--- src/rtl/chunked_adder_pkg.sv ---
// chunked_adder_pkg: FSM state type and chunk-counter width helper for chunked_adder.
package chunked_adder_pkg;

   typedef enum logic [1:0] {IDLE, RUN, DONE} state_t;

   function automatic int cnt_width(input int width, input int chunk);
      return (width / chunk > 1) ? $clog2(width / chunk) : 1;
   endfunction

endpackage

--- src/rtl/rca_chunk.sv ---
// rca_chunk: combinational W-bit ripple-carry adder slice.
module rca_chunk #(
   parameter int W = 8
) (
   input  logic [W-1:0] a,
   input  logic [W-1:0] b,
   input  logic         cin,
   output logic [W-1:0] sum,
   output logic         cout
);

   logic [W:0] c;

   assign c[0] = cin;
   assign cout = c[W];

   for (genvar i = 0; i < W; i++) begin : g_bit
      assign sum[i]  = a[i] ^ b[i] ^ c[i];
      assign c[i+1]  = (a[i] & b[i]) | (c[i] & (a[i] ^ b[i]));
   end

endmodule

--- src/rtl/chunked_adder.sv ---
// chunked_adder: multi-cycle WIDTH-bit adder, CHUNK bits per clock through one shared slice.
// Optional CHUNKED_ADDER_SUB_EN adds a sub port that inverts b at acceptance.
module chunked_adder
   import chunked_adder_pkg::*;
#(
   parameter int WIDTH = 32,
   parameter int CHUNK = 8
) (
   input  logic             clk,
   input  logic             rst,
   input  logic             in_valid,
   output logic             in_ready,
   input  logic [WIDTH-1:0] a,
   input  logic [WIDTH-1:0] b,
   input  logic             cin,
`ifdef CHUNKED_ADDER_SUB_EN
   input  logic             sub,
`endif
   output logic             out_valid,
   input  logic             out_ready,
   output logic [WIDTH-1:0] sum,
   output logic             cout
);

   localparam int N  = WIDTH / CHUNK;
   localparam int CW = cnt_width(WIDTH, CHUNK);

   state_t           state_q, state_d;
   logic [WIDTH-1:0] a_q, a_d, b_q, b_d, sum_q, sum_d, b_in;
   logic [CW-1:0]    cnt_q, cnt_d;
   logic             carry_q, carry_d, cout_q, cout_d, ov_q, ov_d;
   logic             accept, run, last, c_s;
   logic [CHUNK-1:0] s_s;

`ifdef CHUNKED_ADDER_SUB_EN
   assign b_in = sub ? ~b : b;
`else
   assign b_in = b;
`endif

   assign in_ready  = (state_q == IDLE) && !rst;
   assign accept    = in_valid && in_ready;
   assign out_valid = ov_q;
   assign sum       = sum_q;
   assign cout      = cout_q;

   rca_chunk #(.W(CHUNK)) u_slice (
      .a    (a_q[cnt_q*CHUNK +: CHUNK]),
      .b    (b_q[cnt_q*CHUNK +: CHUNK]),
      .cin  (carry_q),
      .sum  (s_s),
      .cout (c_s)
   );

   always_comb begin
      run     = state_q == RUN;
      last    = cnt_q == CW'(N - 1);
      state_d = accept ? RUN : (run && last) ? DONE : (state_q == DONE && out_ready) ? IDLE : state_q;
      a_d     = accept ? a : a_q;
      b_d     = accept ? b_in : b_q;
      carry_d = accept ? cin : run ? c_s : carry_q;
      cnt_d   = accept ? '0 : (run && !last) ? cnt_q + 1'b1 : cnt_q;
      cout_d  = (run && last) ? c_s : cout_q;
      ov_d    = (run && last) ? 1'b1 : (state_q == DONE && out_ready) ? 1'b0 : ov_q;
      sum_d   = sum_q;
      if (run) sum_d[cnt_q*CHUNK +: CHUNK] = s_s;
   end

   always_ff @(posedge clk) begin
      if (rst) begin
         state_q <= IDLE;
         ov_q    <= 1'b0;
         sum_q   <= '0;
         cout_q  <= 1'b0;
         carry_q <= 1'b0;
         cnt_q   <= '0;
      end else begin
         state_q <= state_d;
         ov_q    <= ov_d;
         sum_q   <= sum_d;
         cout_q  <= cout_d;
         carry_q <= carry_d;
         cnt_q   <= cnt_d;
         a_q     <= a_d;
         b_q     <= b_d;
      end
   end

endmodule

--- config.mk ---
export PLATFORM = sky130hd
export DESIGN_NAME = chunked_adder
export DESIGN_NICKNAME = d
export VERILOG_FILES = /design/src/rtl/chunked_adder_pkg.sv /design/src/rtl/rca_chunk.sv /design/src/rtl/chunked_adder.sv
export SDC_FILE = /design/constraint.sdc
export NUM_CORES = 1
export LEC_CHECK = 0
export ABC_AREA = 0
export CELL_PAD_IN_SITES_DETAIL_PLACEMENT = 0
export CELL_PAD_IN_SITES_GLOBAL_PLACEMENT = 1
export CORE_UTILIZATION = 36
export CTS_BUF_LIST = sky130_fd_sc_hd__clkbuf_8 sky130_fd_sc_hd__clkbuf_16
export CTS_CLUSTER_SIZE = 28
export DETAILED_ROUTE_END_ITERATION = 6
export PLACE_DENSITY_LB_ADDON = 0.1
export SYNTH_ARGS = -nofsm -noshare
export SYNTH_HDL_FRONTEND = slang
export SYNTH_HIERARCHICAL = 1
export SYNTH_SLANG_ARGS = --single-unit
--- constraint.sdc ---
create_clock -name clk -period 4.2 [get_ports clk]
set_input_delay 1.26 -clock clk [delete_from_list [all_inputs] [get_ports clk]]
set_output_delay 1.26 -clock clk [all_outputs]
set_load 0.02 [all_outputs]
==> results.sh, run 1 <==
export IMPL_grt_pass1_wl_um=12900
export IMPL_die_area_um2=11700
export IMPL_worstMarginPinSlew_ps=738
export IMPL_crit_required_ps=4500
export IMPL_synth_cells=243
export IMPL_num_io_pins=104
export IMPL_fp_dieH_um=108
export IMPL_min_period_ps=4170
export IMPL_holdBufCountCts=0
export IMPL_cts_buffers=9
export IMPL_rrSetupSlack_ps=30
export IMPL_max_stage_delay_ps=490
export IMPL_stdcell_count=499
export IMPL_critPathBufInv=4
export IMPL_firstDrtPassIters=4
export IMPL_p_per_area_nw_per_um2=384
export IMPL_vias_per_cell=4.87
export IMPL_min_period_over_period=0.994
export IMPL_diodes=0
export IMPL_synth_edf_count=64
export IMPL_drt_iter0_markers=49
export IMPL_synth_top_area_frac=0.476
export IMPL_fmax_mhz=240
export IMPL_synth_nets=326
export IMPL_worst_slack_ps=26.2
export IMPL_whs_ps=462
export IMPL_slew_viol_final=0
export IMPL_vias=2428
export IMPL_clock_path_buffers=2
export IMPL_synth_ff_type="edfxtp_1"
export IMPL_place_inst=483
export IMPL_relSlewSlack=0.508
export IMPL_slowest_stage="mux4_2"
export IMPL_criticalPathCategory="reg2reg"
export IMPL_start_kind="register"
export IMPL_area_growth_pct=35.8
export IMPL_globalplace_congestion=0.710
export IMPL_clk_latency_ps=370
export IMPL_cts_sinks=103
export IMPL_dp_slack_ps=-36.3
export IMPL_setup_viol=0
export IMPL_grt_use_total=0.149
export IMPL_cp_max_fo=4
export IMPL_fin_worst_skew_ps=12.1
export IMPL_status="completed"
export IMPL_syn_area_per_cell_um2=16.6
export IMPL_cts_tree="built"
export IMPL_htreeDepth=3
export IMPL_crit_top_cell="fa_2"
export IMPL_rsz0062_at_grt="true"
export IMPL_fillers=965
export IMPL_antenna_found_initial=0
export IMPL_min_path_type="reg2reg"
export IMPL_multi_input_area_um2=1250
export IMPL_io_buffers=103
export IMPL_hold_viol_final=0
export IMPL_start_util=0.371
export IMPL_core_um2=10900
export IMPL_ir_worst_vdd_uv=210
export IMPL_p_leak_nw=1.85
export IMPL_clockRootBuffer="clkbuf_8"
export IMPL_crit_path_end_kind="register"
export IMPL_syn_cell_area_um2=4040
export IMPL_synth_distinct_cells=37
export IMPL_grt_max_degree=69
export IMPL_cp_arrival_ps=4480
export IMPL_yosysSeqAreaShare=0.669
export IMPL_ys_ff_latch=103
export IMPL_fp_dieW_um=108
export IMPL_critical_path_top_delay_family="adder cells"
export IMPL_drt_wl_total_um=8050
export IMPL_dp_hpwl_um=5820
export IMPL_grt_pass1_vias=2434
export IMPL_synth_top_area_cell="edfxtp_1"
export IMPL_overflow=0
export IMPL_drive_above_1_share=0.162
export IMPL_fin_nets=437
export IMPL_regArea_um2=2710
export IMPL_fp_row_count=38
export IMPL_maxCapViolCount=0
export IMPL_ant_nets=0
export IMPL_post_route_drc_count=0
export IMPL_path_clk_slew_ps=100
export IMPL_synthArstFlopShare=0
export IMPL_yosys_warnings=6
export IMPL_worstPathCellList="mux4_2, fa_2, inv_2, fa_2, inv_2, fa_2, fa_2, fa_2, fa_2, fa_2, inv_2, fa_1, inv_2, nand3_1, a21oi_1"
export IMPL_ys_top_cells_by_area="edfxtp_1, dfxtp_1, mux4_2, fa_1, a22o_1"
export IMPL_post_drt_wl_per_cell_um=16.1
## sequential cells by signal, summed over array words and instances (netlist names)
register,flops
carry_q,1
out_valid,1
a_q,32
b_q,32
cout,1
cnt_q,2
sum,32
state_q,2
## metrics by stage
stage / power (mW) / setup TNS [ps] / area [µm²] / util
after CTS: 2.13 / -64.1 / 5480 / 0.503
after global placement: 1.49 / -2.59 / 5270 / 0.484
after detailed placement: 1.49 / -36.3 / 5270 / 0.484
after global routing: 2.19 / -96.3 / 5490 / 0.504
after floorplan: 1.34 / -49.1 / 4080 / -
final: 2.11 / 0 / 5490 / 0.504
## power by group
group | internal [mW] | total [mW] | switching (mW)
combinational | 0.168 | 0.327 | 0.159
clock | 0.297 | 0.645 | 0.348
sequential | 1.12 | 1.13 | 0.0176
## logic make-up after synthesis
logic type,share of synthesized area
XOR/XNOR,0.00217
AO/OA/AOI/OAI,0.0824
flip-flops,0.669
multiplexers,0.0916
adder cells (fa/ha/maj),0.0582
buffers and inverters,0.0251
AND/OR/NAND/NOR,0.0718
## cell usage after synthesis (2+ instances only)
master,count
mux4_2,16
a32o_1,8
nor4b_4,2
nor2_1,2
nand2_1,10
a22o_1,16
nor3_1,3
buf_2,6
edfxtp_1,64
dfxtp_1,39
o21ai_0,3
nor2_4,2
nand3_1,9
inv_1,15
a21oi_1,14
ha_1,6
fa_1,8
## what timing repair did
item | in CTS | in global routing
buffers inserted | 0 | 0
gates resized for setup | 0 | 6
hold endpoints to repair | 0 | 0
endpoints found under the setup margin | 1 | 5
pin swaps | 0 | 5
## placed cells by master, fill, tap and decap left out, drive strengths merged, types with 2 or more instances in the layout
cell type	netlist	routed
inv	15	17
clkdlybuf4s50	0	103
nand3b	2	2
a21oi	14	14
nor4b	2	2
o21ai	3	3
a32o	8	8
a22o	16	16
nand2	10	10
nor3	3	3
dfxtp	39	39
nor2	4	4
mux4	16	16
ha	6	6
buf	8	6
edfxtp	64	64
clkbuf	1	10
nand3	9	9
clkinv	0	3
fa	8	8
## layout make-up
class	count	share of cell area
Timing Repair Buffer	109	0.198
Clock buffer	10	0.0251
Clock inverter	6	0.0123
Inverter	15	0.0103
Tap cell	140	0.0319
Sequential cell	103	0.493
Multi-Input combinational cell	116	0.229
## final timing paths
| path | start | end | cells past startpoint |
|---|---|---|---|
| setup / recovery | a_q[0] | sum[31] | 15 |
| hold / removal | sum[24] | sum[24] | 2 |
| setup reg to reg | a_q[0] | sum[31] | 15 |
| hold reg to reg | sum[24] | sum[24] | 2 |
## routing by layer
metal	track usage	routed length (µm)	vias to the layer above
met5	0	0	-
met2	0.227	3670	78
met1	0.204	3860	1183
li1	-	-	1158
met4	0.0548	98	0
met3	0.0422	420	9
## worst min-delay path, delay by kind of cell (launching register included)
family / cells / cell delay (ps)
compound gates: 1 / 50
flops: 1 / 320
simple gates: 1 / 50
Power figures use the tool's default switching activity.
==> inputs of run 2 (changes only) <==
Settings changed: CTS_CLUSTER_DIAMETER set to 60.
==> results of run 2 <==
The final DEF is identical to that of run 1; final timing and power are the same.
==> inputs of run 3 (changes only) <==
Settings changed: ABC_AREA 0 to unset.
==> results of run 3 <==
The final DEF is identical to that of run 1; final timing and power are the same.
